===== src/rtl/speed_cmd_tx_pkg.sv =====
// Shared types and helpers for the speed-command serial transmitter.
//   tx_state_t       : frame sequencer states
//   DEF_DATA_W       : default speed word width
//   DEF_CLKS_PER_BIT : default bit period in CLK cycles
//   parity_bit()     : parity of a (zero-extended) word, even or odd
package speed_ctrl_pkg;

    typedef enum logic [2:0] {
        IDLE,
        START,
        DATA,
        PARITY,
        STOP
    } tx_state_t;

    localparam int DEF_DATA_W       = 8;
    localparam int DEF_CLKS_PER_BIT = 16;

    // Widest word parity_bit() accepts; narrower words are zero-extended,
    // which leaves the XOR unchanged.
    localparam int PAR_MAX_W = 64;

    // odd=0: even parity (XOR of the data), odd=1: its complement.
    function automatic logic parity_bit(input logic [PAR_MAX_W-1:0] word,
                                        input logic                 odd);
        return (^word) ^ odd;
    endfunction

endpackage


===== src/rtl/speed_cmd_tx_if.sv =====
// Load handshake between the speed-word producer and the transmitter.
//   speed_data : speed word offered by the producer
//   load_valid : producer has a word
//   load_ready : transmitter can take a word
// Modports: master = producer side, slave = transmitter side.
interface speed_cmd_tx_if
    import speed_ctrl_pkg::*;
#(
    parameter int DATA_W = DEF_DATA_W
) ();

    logic [DATA_W-1:0] speed_data;
    logic              load_valid;
    logic              load_ready;

    modport master (
        output speed_data,
        output load_valid,
        input  load_ready
    );

    modport slave (
        input  speed_data,
        input  load_valid,
        output load_ready
    );

endinterface


===== src/rtl/speed_tx_baud_counter.sv =====
// Bit-period timer for the speed-command transmitter.
// Counts 0..CLKS_PER_BIT-1 while enabled and wraps; bit_end marks the last
// cycle of each bit period.
//   CLK, CLR_BAR : clock, asynchronous active-low clear
//   en           : count while high
//   start        : synchronous clear, aligns the first bit period to a load
//   bit_end      : high on the final count of a bit period
module speed_tx_baud_counter
    import speed_ctrl_pkg::*;
#(
    parameter int CLKS_PER_BIT = DEF_CLKS_PER_BIT
) (
    input  logic CLK,
    input  logic CLR_BAR,
    input  logic en,
    input  logic start,
    output logic bit_end
);

    localparam int            CW   = (CLKS_PER_BIT > 1) ? $clog2(CLKS_PER_BIT) : 1;
    localparam logic [CW-1:0] LAST = CW'(CLKS_PER_BIT - 1);

    logic [CW-1:0] cnt;

    assign bit_end = en && (cnt == LAST);

    always_ff @(posedge CLK or negedge CLR_BAR) begin
        if (!CLR_BAR)
            cnt <= '0;
        else if (start)
            cnt <= '0;
        else if (en)
            cnt <= bit_end ? '0 : cnt + CW'(1);
    end

endmodule


===== src/rtl/speed_cmd_tx.sv =====
// Serial transmitter for speed-command frames.
// Frame: start bit (0), DATA_W data bits LSB first, optional parity bit,
// stop bit (1); each bit held CLKS_PER_BIT cycles. Line idles high.
//   CLK, CLR_BAR : clock, asynchronous active-low reset
//   load_if      : speed_data / load_valid / load_ready handshake (slave)
//   tx_line      : registered serial output
//   busy         : a frame is in progress
//   frame_done   : one-cycle pulse in the first idle cycle after a stop bit
module speed_cmd_tx
    import speed_ctrl_pkg::*;
#(
    parameter int DATA_W       = DEF_DATA_W,
    parameter int CLKS_PER_BIT = DEF_CLKS_PER_BIT,
    parameter int PARITY_EN    = 1,
    parameter int PARITY_ODD   = 0
) (
    input  logic           CLK,
    input  logic           CLR_BAR,
    speed_cmd_tx_if.slave  load_if,
    output logic           tx_line,
    output logic           busy,
    output logic           frame_done
);

    localparam int            BW       = (DATA_W > 1) ? $clog2(DATA_W) : 1;
    localparam logic [BW-1:0] LAST_BIT = BW'(DATA_W - 1);

    tx_state_t         state, state_nx;
    logic [DATA_W-1:0] shift_reg, shift_nx;
    logic [BW-1:0]     bit_cnt, bit_nx;
    logic              par, par_nx;
    logic              tx_nx, done_nx;
    logic              accept, bit_end;

    assign load_if.load_ready = (state == IDLE);
    assign accept             = load_if.load_valid && load_if.load_ready;
    assign busy               = (state != IDLE);

    speed_tx_baud_counter #(
        .CLKS_PER_BIT (CLKS_PER_BIT)
    ) u_baud (
        .CLK     (CLK),
        .CLR_BAR (CLR_BAR),
        .en      (busy),
        .start   (accept),
        .bit_end (bit_end)
    );

    always_ff @(posedge CLK or negedge CLR_BAR) begin
        if (!CLR_BAR) begin
            state      <= IDLE;
            shift_reg  <= '0;
            bit_cnt    <= '0;
            par        <= 1'b0;
            tx_line    <= 1'b1;
            frame_done <= 1'b0;
        end else begin
            state      <= state_nx;
            shift_reg  <= shift_nx;
            bit_cnt    <= bit_nx;
            par        <= par_nx;
            tx_line    <= tx_nx;
            frame_done <= done_nx;
        end
    end

    // tx_nx is the line level for the state being entered, so tx_line and
    // state change on the same edge.
    always_comb begin
        state_nx = state;
        shift_nx = shift_reg;
        bit_nx   = bit_cnt;
        par_nx   = par;
        tx_nx    = tx_line;
        done_nx  = 1'b0;
        unique case (state)
            IDLE: begin
                tx_nx = 1'b1;
                if (accept) begin
                    state_nx = START;
                    tx_nx    = 1'b0;
                    shift_nx = load_if.speed_data;
                    bit_nx   = '0;
                    par_nx   = parity_bit(PAR_MAX_W'(load_if.speed_data), PARITY_ODD[0]);
                end
            end
            START: begin
                if (bit_end) begin
                    state_nx = DATA;
                    tx_nx    = shift_reg[0];
                end
            end
            DATA: begin
                if (bit_end) begin
                    shift_nx = shift_reg >> 1;
                    if (bit_cnt == LAST_BIT) begin
                        bit_nx = '0;
                        if (PARITY_EN != 0) begin
                            state_nx = PARITY;
                            tx_nx    = par;
                        end else begin
                            state_nx = STOP;
                            tx_nx    = 1'b1;
                        end
                    end else begin
                        bit_nx = bit_cnt + BW'(1);
                        tx_nx  = shift_nx[0];
                    end
                end
            end
            PARITY: begin
                if (bit_end) begin
                    state_nx = STOP;
                    tx_nx    = 1'b1;
                end
            end
            STOP: begin
                if (bit_end) begin
                    state_nx = IDLE;
                    tx_nx    = 1'b1;
                    done_nx  = 1'b1;
                end
            end
            default: begin
                state_nx = IDLE;
                tx_nx    = 1'b1;
            end
        endcase
    end

endmodule


===== src/flat_wrapper.sv =====
// flat-port wrapper written by rule: the top's interface ports become plain ports
module speed_cmd_tx_flat import speed_ctrl_pkg::*;
#(
    parameter int DATA_W       = DEF_DATA_W,
    parameter int CLKS_PER_BIT = DEF_CLKS_PER_BIT,
    parameter int PARITY_EN    = 1,
    parameter int PARITY_ODD   = 0
)
  (CLK, CLR_BAR, tx_line, busy, frame_done, load_if_speed_data, load_if_load_valid, load_if_load_ready);
  speed_cmd_tx_if #(.DATA_W(DATA_W)) load_if_i ();
  input  logic CLK;
  input  logic CLR_BAR;
  output logic tx_line;
  output logic busy;
  output logic frame_done;
  input wire logic [$bits(load_if_i.speed_data)-1:0] load_if_speed_data;
  input wire logic [$bits(load_if_i.load_valid)-1:0] load_if_load_valid;
  output wire logic [$bits(load_if_i.load_ready)-1:0] load_if_load_ready;
  assign load_if_i.speed_data = load_if_speed_data;
  assign load_if_i.load_valid = load_if_load_valid;
  assign load_if_load_ready = load_if_i.load_ready;
  speed_cmd_tx #(.DATA_W(DATA_W), .CLKS_PER_BIT(CLKS_PER_BIT), .PARITY_EN(PARITY_EN), .PARITY_ODD(PARITY_ODD)) u_core (.CLK(CLK), .CLR_BAR(CLR_BAR), .load_if(load_if_i), .tx_line(tx_line), .busy(busy), .frame_done(frame_done));
endmodule

===== config.mk =====
export PLATFORM = sky130hd
export DESIGN_NAME = speed_cmd_tx_flat
export DESIGN_NICKNAME = d
export VERILOG_FILES = /design/src/rtl/speed_cmd_tx_pkg.sv /design/src/rtl/speed_cmd_tx_if.sv /design/src/rtl/speed_tx_baud_counter.sv /design/src/rtl/speed_cmd_tx.sv /design/src/flat_wrapper.sv
export SDC_FILE = /design/constraint.sdc
export NUM_CORES = 1
export LEC_CHECK = 0
export CORE_MARGIN = 10
export CORE_UTILIZATION = 50
export CTS_BUF_LIST = sky130_fd_sc_hd__clkbuf_2
export DETAILED_ROUTE_END_ITERATION = 10
export MAX_ROUTING_LAYER = met4
export PLACE_DENSITY_LB_ADDON = 0.3
export SLEW_MARGIN = 0
export SYNTH_ARGS = -nofsm -noshare
export SYNTH_HDL_FRONTEND = slang
export SYNTH_SLANG_ARGS = --single-unit

===== constraint.sdc =====
create_clock -name CLK -period 1.9 [get_ports CLK]
set_input_delay 0.285 -clock CLK [delete_from_list [all_inputs] [get_ports CLK]]
set_output_delay 0.285 -clock CLK [all_outputs]
set_load 0.02 [all_outputs]

=== Word-level counts from Yosys, hierarchy flattened ===
Cells that the tools add are included.

* Output and inout bits: 4
* Memories: 0
* Input bits: 11
* ROM bits: 0
* Latch bits: 0
* Bits in writable memories: 0
* Register bits after elaboration: 21
* Logic and storage cells: 59

* Eq/ne operators: 13
* Add/sub/neg operators: 2
* Shift-type cells: 0
* Magnitude comparators: 0
* Div/mod/pow operators: 0
* Bitwise gates (word level): 0
* Multiplexer cells: 25
* $mul: 0
* Reductions and logical operators: 12

{| class="wikitable"
|+ Operators by type and width
! kind !! number
|-
| XOR reduction 64 bit || 1
|-
| two-way mux 3 bit || 9
|-
| two-way mux 8 bit || 2
|-
| one-hot mux 8 bit (2 select lines) || 1
|-
| one-hot mux 3 bit (5 select lines) || 1
|-
| two-way mux 4 bit || 3
|-
| inequality test 2 bit (second input constant) || 5
|-
| two-way mux 1 bit || 7
|-
| equality test 3 x 2 -> 1 bit (second input constant) || 2
|-
| equality test 3 bit (second input constant) || 2
|-
| one-hot mux 3 bit (2 select lines) || 1
|-
| AND reduction 3 bit || 2
|-
| AND reduction 6 bit || 1
|-
| adder 4 x 1 -> 4 bit (second input constant) || 1
|-
| equality test 4 bit (second input constant) || 1
|-
| inequality test 2 x 1 -> 1 bit (second input constant) || 2
|-
| one-hot mux 1 bit (4 select lines) || 1
|-
| nonzero test 2 bit || 2
|-
| adder 3 x 1 -> 3 bit (second input constant) || 1
|-
| equality test 3 x 1 -> 1 bit (second input constant) || 1
|-
| zero test 3 bit || 1
|-
| nonzero test 3 bit || 1
|-
| logical AND 1 bit || 2
|-
| AND reduction 2 bit || 1
|-
| OR reduction 2 bit || 1
|}

=== Logic depth before layout (Yosys ltp) ===
Gate-level depths: netlist of the first run.

* Word-level depth: 5
* Gate-level depth with buffers: 6
* Gate-level depth less buffers: 5

=== By module ===
From an unflattened synthesis of the first run, not the netlist that was laid out.

* Cells, all modules: 110
* Area total of the unflattened synthesis: 1131.1 sq um

{| class="wikitable"
|+ Modules (own cells, without submodules)
! module !! sequential area each (sq um) !! area an instance (sq um) !! cells each !! instances
|-
| speed_cmd_tx || 426.7 || 925.9 || 88 || 1
|-
| speed_tx_baud_counter || 100.1 || 205.2 || 22 || 1
|}

=== Worst setup path after synthesis of the first run ===
No wires, ideal clock.

* Path type: register -> register
* Start: register u_core.u_baud.cnt[0]
* End: register u_core.bit_cnt[0]
* Period minus slack after synthesis: 1627 ps
* Slack: 273 ps
* Setup time: 125 ps
* Required time: 1775 ps
* Stages on the path, launching flop included: 5
* Buffers on the path: 0
* Arrival time: 1502 ps
* Path through: dfrtp_1 > ha_1 > nand3_2 > a2111oi_4 > mux2_2

* Cells in the longest elaborated chain, start to end: 4

{| class="wikitable"
|+ RTL lines
! item !! line !! RTL
|-
| from (decl) || speed_tx_baud_counter.sv:23 || <nowiki>logic [CW-1:0] cnt;</nowiki>
|-
| from (signal assigned) || speed_tx_baud_counter.sv:33 || <nowiki>cnt <= bit_end ? '0 : cnt + CW'(1);</nowiki>
|-
| equality test 4 bit || speed_tx_baud_counter.sv:25 || <nowiki>assign bit_end = en && (cnt == LAST);</nowiki>
|-
| logical AND 1 bit || speed_tx_baud_counter.sv:25 ||
|-
| inequality test 2 bit (no line) || - ||
|-
| AND reduction 3 bit (no line) || - ||
|-
| to (signal assigned) || speed_cmd_tx.sv:60 || <nowiki>bit_cnt <= bit_nx;</nowiki>
|-
| to (decl) || speed_cmd_tx.sv:30 || <nowiki>logic [BW-1:0] bit_cnt, bit_nx;</nowiki>
|}

No other way between the ends.
A chain may end at the register's enable or synchronous reset.

=== Final worst setup path of the first run ===
* Start: register u_core.tx_line
* End: output port tx_line

{| class="wikitable"
|+ RTL lines
! item !! line !! RTL
|-
| from (decl) || speed_cmd_tx.sv:20 || <nowiki>output logic tx_line,</nowiki>
|-
| from (signal assigned) || speed_cmd_tx.sv:62 || <nowiki>tx_line <= tx_nx;</nowiki>
|-
| to (decl) || flat_wrapper.sv:13 || <nowiki>output logic tx_line;</nowiki>
|}

No word-level cell between the ends.

==> reports/metrics.yaml, run 1 <==
status:
  status: "finished, final reports clean"
setup_path:
  start_kind: "flip-flop"
  cp_max_fo: 2
  critPathSlowestCell: "clkdlybuf4s50_1"
  worstSetupEndpoint: "tx_line"
  crit_buf_inv: 1
  path_depth: 1
  crit_path_max_incr_delay_ns: 0.60
  rr_worst_depth: 6
  r2r_start: "u_core.u_baud.cnt[1]"
  r2r-end: "u_core.shift_reg[2]"
  crit_type: "flip-flop to primary output"
  crit_required_ns: 1.62
  cp_top_family: "buffers and inverters"
  critPathLaunch: "u_core.tx_line"
  r2r_slack_ns: 0.16
  path_cells: "clkdlybuf4s50_1"
  crit_path_end_kind: "primary output"
  cp.arrival_ns: 1.49
logic_synthesis:
  synthCells: 121
  ys_types: 37
  ys_seq_area_frac: 0.4460
  syn_nets: 135
  ys.flop_type: "dfrtp_1"
  synth_top_area_cell: "dfrtp_1"
  netlist_top_cells_area: "dfrtp_1, a31oi_2, nand2_1, xnor2_1, nor2_1"
  synth.yosys.warnings: 0
  synth-edff-count: 0
  yosys.area.top_type_share: 0.4237
  synth.cell_area_sq_mm: 0.001181
  synthArstFlopShare: 1.000
  ys_ff_latch: 21
  syn_avg_cell_area_sq_um: 9.761
finish:
  largest_reg_flops: 8
  mostFrequentLayoutCell: "nand2_1"
  final_cell_mix: "nand2_1, dfrtp_1, nor2_1"
  fillers: 201
  nNetsFinal: 158
  layout-drive-gt1-share: 0.2168
  antenna-diode-count: 0
  finalInstanceArea_sq_mm: 0.001419
  area_growth_pct: 20.13
timing:
  slew_violations: 0
  rsz0062_at_grt: "no"
  setup_viol_count_final: 0
  finalCriticalPeriod_ns: 1.778
  fin_worst_skew_ns: 0.003891
  post-route-period-util: 0.9359
  hold_violations: 0
  fmax_mhz: 562.3
  relSlewSlack: 0.6621
  setup_tns_ns: 0
  worst_pin_slew_ns: 0.5004
drt:
  drtIter0Drc: 55
  drt-pass1-iter-count: 4
  wire_per_inst_um: 15.00
  vias: 951
  ant_nets: 0
  routed_via_density: 5.561
  drcViolationCount: 0
  drt-total-wl_um: 2565
clock_tree:
  h-tree-depth: 1
  cts.sinks: 21
  clock_latency_ns: 0.32
  ctsHoldBuffers: 0
  clkTransAtPathRegs_ns: 0.21
  cts_tree: "yes"
  cts_made_buffers: 3
  clk_path_buf_depth: 2
  cts-root-buf: "clkbuf_2"
pwr:
  p_comb_frac: 0.233
  p_sw_w: 0.0002705
  power.internal_w: 0.0006310
  swShare: 0.3001
  leakage_nw: 0.5959
  p_per_area_mw_per_mm2: 635.4
  ir_drop_mv: 0.4930
  power.share.sequential: 0.547
  clkPwrFrac: 0.220
job:
  cap_violations: 0
place:
  gp_congestion: 0.7933
  port_buffers: 14
  dp_hpwl_um: 1867
  place_area_sq_mm: 0.001379
hold_path:
  hold_path.class: "primary input to asynchronous set/reset pin"
floorplan:
  fp.dieH_um: 68.61
  rows: 17
  fp.dieArea_sq_mm: 0.004707
  io_pins: 15
  initial_core_util: 0.5289
  die_x_um: 68.61
  core_area_sq_mm: 0.002233
global_route:
  grt_pass1_wl_um: 4388
  grt_pass1_vias: 927
  grt_use_total: 0.1234
  grt_max_degree: 22
  overflow: 0
  antenna_found_initial: 0
==> synth_stat cells (2+ instances only) <==
cell type  number
a21oi_1         3
a31oi_2         7
buf_2           3
buf_4           2
dfrtp_1        20
ha_1            3
inv_1           5
nand2_1        20
nand3_1         4
nor2_1         13
o21ai_0         8
xnor2_1         8
==> layout make-up <==
type                    instances  area, sq um  share of cell area
multi-input cells              87        589.3              0.4153
flip-flops and latches         21        528.0              0.3721
repair buffers                 25        224.0              0.1578
well taps                      28        35.03             0.02469
inverters                       6        22.52             0.01587
clock buffers                   4        20.02             0.01411
==> per-layer routing <==
metal  track usage  vias to the layer above  part of all wire
met5             -                        -                 0
met4       0.02261                        0            0.0016
met3       0.03060                        2             0.043
met2        0.1993                       19              0.50
met1        0.1537                      466              0.45
li1              -                      464                 -
==> through the flow <==
step	hold slack, ns	instances	utilization	setup slack (ns)	total power (W)
6_report	0.2616	171	0.6353	0.1217	0.0009015
3_3_place_gp	0.5131	165	0.6174	0.1145	0.0007005
4_1_cts	0.2647	170	0.6291	0.05019	0.0009053
5_1_grt	0.2724	171	0.6353	0.009290	0.0009518
2_1_floorplan	-0.01059	121	-	0.2733	0.0006311
3_5_place_dp	0.5129	165	0.6174	0.05591	0.0007103
==> cell families after synthesis <==
logic type,Yosys count,synth area share
adders and majority gates,3,0.03178
AOI/OAI and AO/OA,28,0.2013
buffers and inverters,13,0.05719
and+or+nand+nor,46,0.1865
DFF,21,0.4460
muxes,2,0.01801
xor gates and xnor gates,8,0.05932
==> what timing repair did <==
| action | 4_1_cts | 5_1_grt |
|---|---|---|
| gates resized for setup | 3 | 2 |
| buffers inserted | 1 | 1 |
| setup endpoints to repair | 2 | 9 |
| cloned | 0 | 0 |
==> power groups by stage <==
stage               registers, W  clock network [W]  logic (W)
finish                  0.000493           0.000199   0.000210
global placement        0.000502                  0   0.000199
global route            0.000497           0.000221   0.000234
CTS                     0.000493           0.000201   0.000211
detailed placement      0.000503                  0   0.000207
floorplan               0.000497                  0   0.000135
==> worst min path at each step <==
stage	slack (ns)	cells after the start	from	endpoint
finish	0.26	2	CLR_BAR	u_core.u_baud.cnt[2]
global route	0.27	2	CLR_BAR	u_core.shift_reg[3]
CTS	0.26	2	CLR_BAR	u_core.u_baud.cnt[2]
detailed placement	0.51	1	u_core.tx_line	u_core.tx_line
global placement	0.51	1	u_core.u_baud.cnt[3]	u_core.u_baud.cnt[3]
floorplan	-0.01	0	CLR_BAR	u_core.bit_cnt[0]
(Power assumes the default switching activity.)
==> run 2: changes to the inputs <==
--- a/config.mk
+++ b/config.mk
@@ -8,6 +8,7 @@
 export CORE_MARGIN = 10
 export CORE_UTILIZATION = 50
 export CTS_BUF_LIST = sky130_fd_sc_hd__clkbuf_2
+export CTS_CLUSTER_DIAMETER = 100
 export DETAILED_ROUTE_END_ITERATION = 10
 export MAX_ROUTING_LAYER = met4
 export PLACE_DENSITY_LB_ADDON = 0.3
==> results of run 2 <==
The final DEF is identical to that of run 1; final timing and power are the same.
==> run 3: changes to the inputs <==
--- a/config.mk
+++ b/config.mk
@@ -7,9 +7,9 @@
 export LEC_CHECK = 0
 export CORE_MARGIN = 10
 export CORE_UTILIZATION = 50
-export CTS_BUF_LIST = sky130_fd_sc_hd__clkbuf_2
 export CTS_CLUSTER_DIAMETER = 100
 export DETAILED_ROUTE_END_ITERATION = 10
+export HOLD_SLACK_MARGIN = 0.15
 export MAX_ROUTING_LAYER = met4
 export PLACE_DENSITY_LB_ADDON = 0.3
 export SLEW_MARGIN = 0
==> reports/metrics.yaml, run 3 (synthesis results as in run 1) <==
status:
  status: "finished, final reports clean"
finish:
  area_growth_pct: 20.02  # about the same
  nNetsFinal: 157  # -0.63%
  stdcell_count: 170  # -0.58%
  seq_area_sq_um: 528.0  # unchanged
  multi_input_area_sq_um: 589.3  # unchanged
  final_cell_mix: "nand2_1, dfrtp_1, nor2_1"
  mostFrequentLayoutCell: "nand2_1"
  fillers: 197  # -2.0%
  largest_reg_flops: 8  # unchanged
  layout-drive-gt1-share: 0.2042  # -0.01256
  antenna-diode-count: 0  # unchanged
place:
  dp_hpwl_um: 1867  # unchanged
  pre_cts_ws_ns: 0.05591  # unchanged
  port_buffers: 14  # unchanged
  dp_cells: 165  # unchanged
  gp_congestion: 0.7933  # unchanged
clock_tree:
  cts.sinks: 21  # unchanged
  clk_path_buf_depth: 2  # unchanged
  clkTransAtPathRegs_ns: 0.12  # -0.09 ns
  cts_made_buffers: 3  # unchanged
  cts-root-buf: "clkbuf_4"
  post_cts_buffers: 0  # -1
  clock_latency_ns: 0.30  # -0.02 ns
  cts_tree: "yes"
  h-tree-depth: 1  # unchanged
timing:
  worst_pin_slew_ns: 0.4041  # -0.09635 ns
  relSlewSlack: 0.7306  # +0.06847
  slew_violations: 0  # unchanged
  whs_ns: 0.3049  # +0.04329 ns
  post-route-period-util: 0.9262  # -0.009761
  rsz0062_at_grt: "no"
  setup_tns_ns: 0  # unchanged
  fmax_mhz: 568.3  # +1.1%
  finalCriticalPeriod_ns: 1.760  # -0.01855 ns
  setup_viol_count_final: 0  # unchanged
  hold_violations: 0  # unchanged
  fin_worst_skew_ns: 0.004853  # +0.0009621 ns
  post-route-worst-setup-slack_ns: 0.1403  # +0.01855 ns
setup_path:
  crit_path_max_incr_delay_ns: 0.44  # -0.16 ns
  path_cells: "ha_2, nand3_2, a2111oi_4, clkbuf_4, o21ai_0"
  cp_top_family: "compound AO/OA/AOI/OAI gates"
  crit_buf_inv: 1  # unchanged
  critPathLaunch: "u_core.u_baud.cnt[0]"
  crit_required_ns: 2.09  # +0.47 ns
  crit_type: "flip-flop to flip-flop"
  start_kind: "flip-flop"
  crit_path_end_kind: "flip-flop"
  r2r_start: "u_core.u_baud.cnt[0]"
  critPathSlowestCell: "dfrtp_1"
  cp_max_fo: 8  # +6
  cp.arrival_ns: 1.95  # +0.46 ns
global_route:
  antenna_found_initial: 0  # unchanged
  grt_max_degree: 22  # unchanged
  grt_use_total: 0.1183  # -0.005100
  overflow: 0  # unchanged
  grt_pass1_wl_um: 4222  # -3.8%
  grt_pass1_vias: 923  # -0.43%
pwr:
  p_per_area_mw_per_mm2: 648.4  # +2.0%
  power.internal_w: 0.0006564  # +4.0%
  p_sw_w: 0.0002628  # -2.9%
  leakage_nw: 0.5890  # -1.1%
  power.share.sequential: 0.538  # -0.009
  swShare: 0.2859  # -0.01419
  p_comb_frac: 0.224  # -0.009
  clkPwrFrac: 0.237  # +0.017
  ir_drop_mv: 0.3523  # -29%
drt:
  routed_via_density: 5.629  # +1.2%
  drt-total-wl_um: 2483  # -3.2%
  drt-pass1-iter-count: 4  # unchanged
  drcViolationCount: 0  # unchanged
  vias: 957  # +0.63%
  ant_nets: 0  # unchanged
  wire_per_inst_um: 14.61  # -2.6%
  drtIter0Drc: 71  # +29%
floorplan:
  fp.dieH_um: 68.61  # unchanged
  fp.dieArea_sq_mm: 0.004707  # unchanged
  initial_core_util: 0.5289  # unchanged
  io_pins: 15  # unchanged
  rows: 17  # unchanged
  core_area_sq_mm: 0.002233  # unchanged
  die_x_um: 68.61  # unchanged
job:
  cap_violations: 0  # unchanged
hold_path:
  hold_path.class: "primary input to asynchronous set/reset pin"
[run 3: changes by cell type in the layout (fill, tap and decap cells not counted), sizes merged]
cell,delta
buf,-2
clkbuf,+1
[run 3: worst register-to-register path, stage by stage (launching register included)]
cell and delay, ns:
dfrtp_1 0.44, ha_2 0.25, nand3_2 0.12, a2111oi_4 0.44, clkbuf_4 0.30, o21ai_0 0.10
[run 3: routing by layer]
metal	vias up	routed length [um]	track usage
met5	-	0	-
met4	0	13	0.02261
met3	5	160	0.03060
met2	26	1223	0.1889
met1	464	1086	0.1480
li1	462	-	-
[run 3: layout make-up]
type / count / area share
multi-input combinational: 87 / 0.4157
sequential: 21 / 0.3725
timing repair buffer: 24 / 0.1527
tap: 28 / 0.02471
clock buffer: 4 / 0.01853
inverter: 6 / 0.01589
[run 3: path summary, 6_finish.rpt]
| check | to | slack (ns) | cells after the start |
|---|---|---|---|
| max reg2reg | u_core.shift_reg[7] | 0.14 | 5 |
| min | u_core.u_baud.cnt[2] | 0.30 | 2 |
| max in group asynchronous | u_core.tx_line | 1.32 | 2 |
| max | u_core.shift_reg[7] | 0.14 | 5 |
| min reg2reg | u_core.tx_line | 0.52 | 1 |
| min in group CLK | u_core.tx_line | 0.52 | 1 |
[run 3: power groups by stage]
stage,Combinational [W],Clock (W),Sequential [W]
floorplan,0.000135,0,0.000497
global placement,0.000199,0,0.000502
detailed placement,0.000207,0,0.000503
CTS,0.000206,0.000226,0.000495
global route,0.000230,0.000247,0.000499
finish,0.000206,0.000218,0.000495
[run 3: per-stage QoR]
stage                     area (sq um)  total power (W)  utilization
after floorplan                   1181        0.0006311            -
final                             1418        0.0009192       0.6347
after detailed placement          1379        0.0007103       0.6174
after global routing              1418        0.0009759       0.6347
after global placement            1379        0.0007005       0.6174
after CTS                         1404        0.0009259       0.6286
[run 3: what timing repair did]
item,CTS,global route
pin swaps,0,1
setup endpoints to repair,2,9
resized for setup,3,3
hold buffers,0,0
cloned,0,1
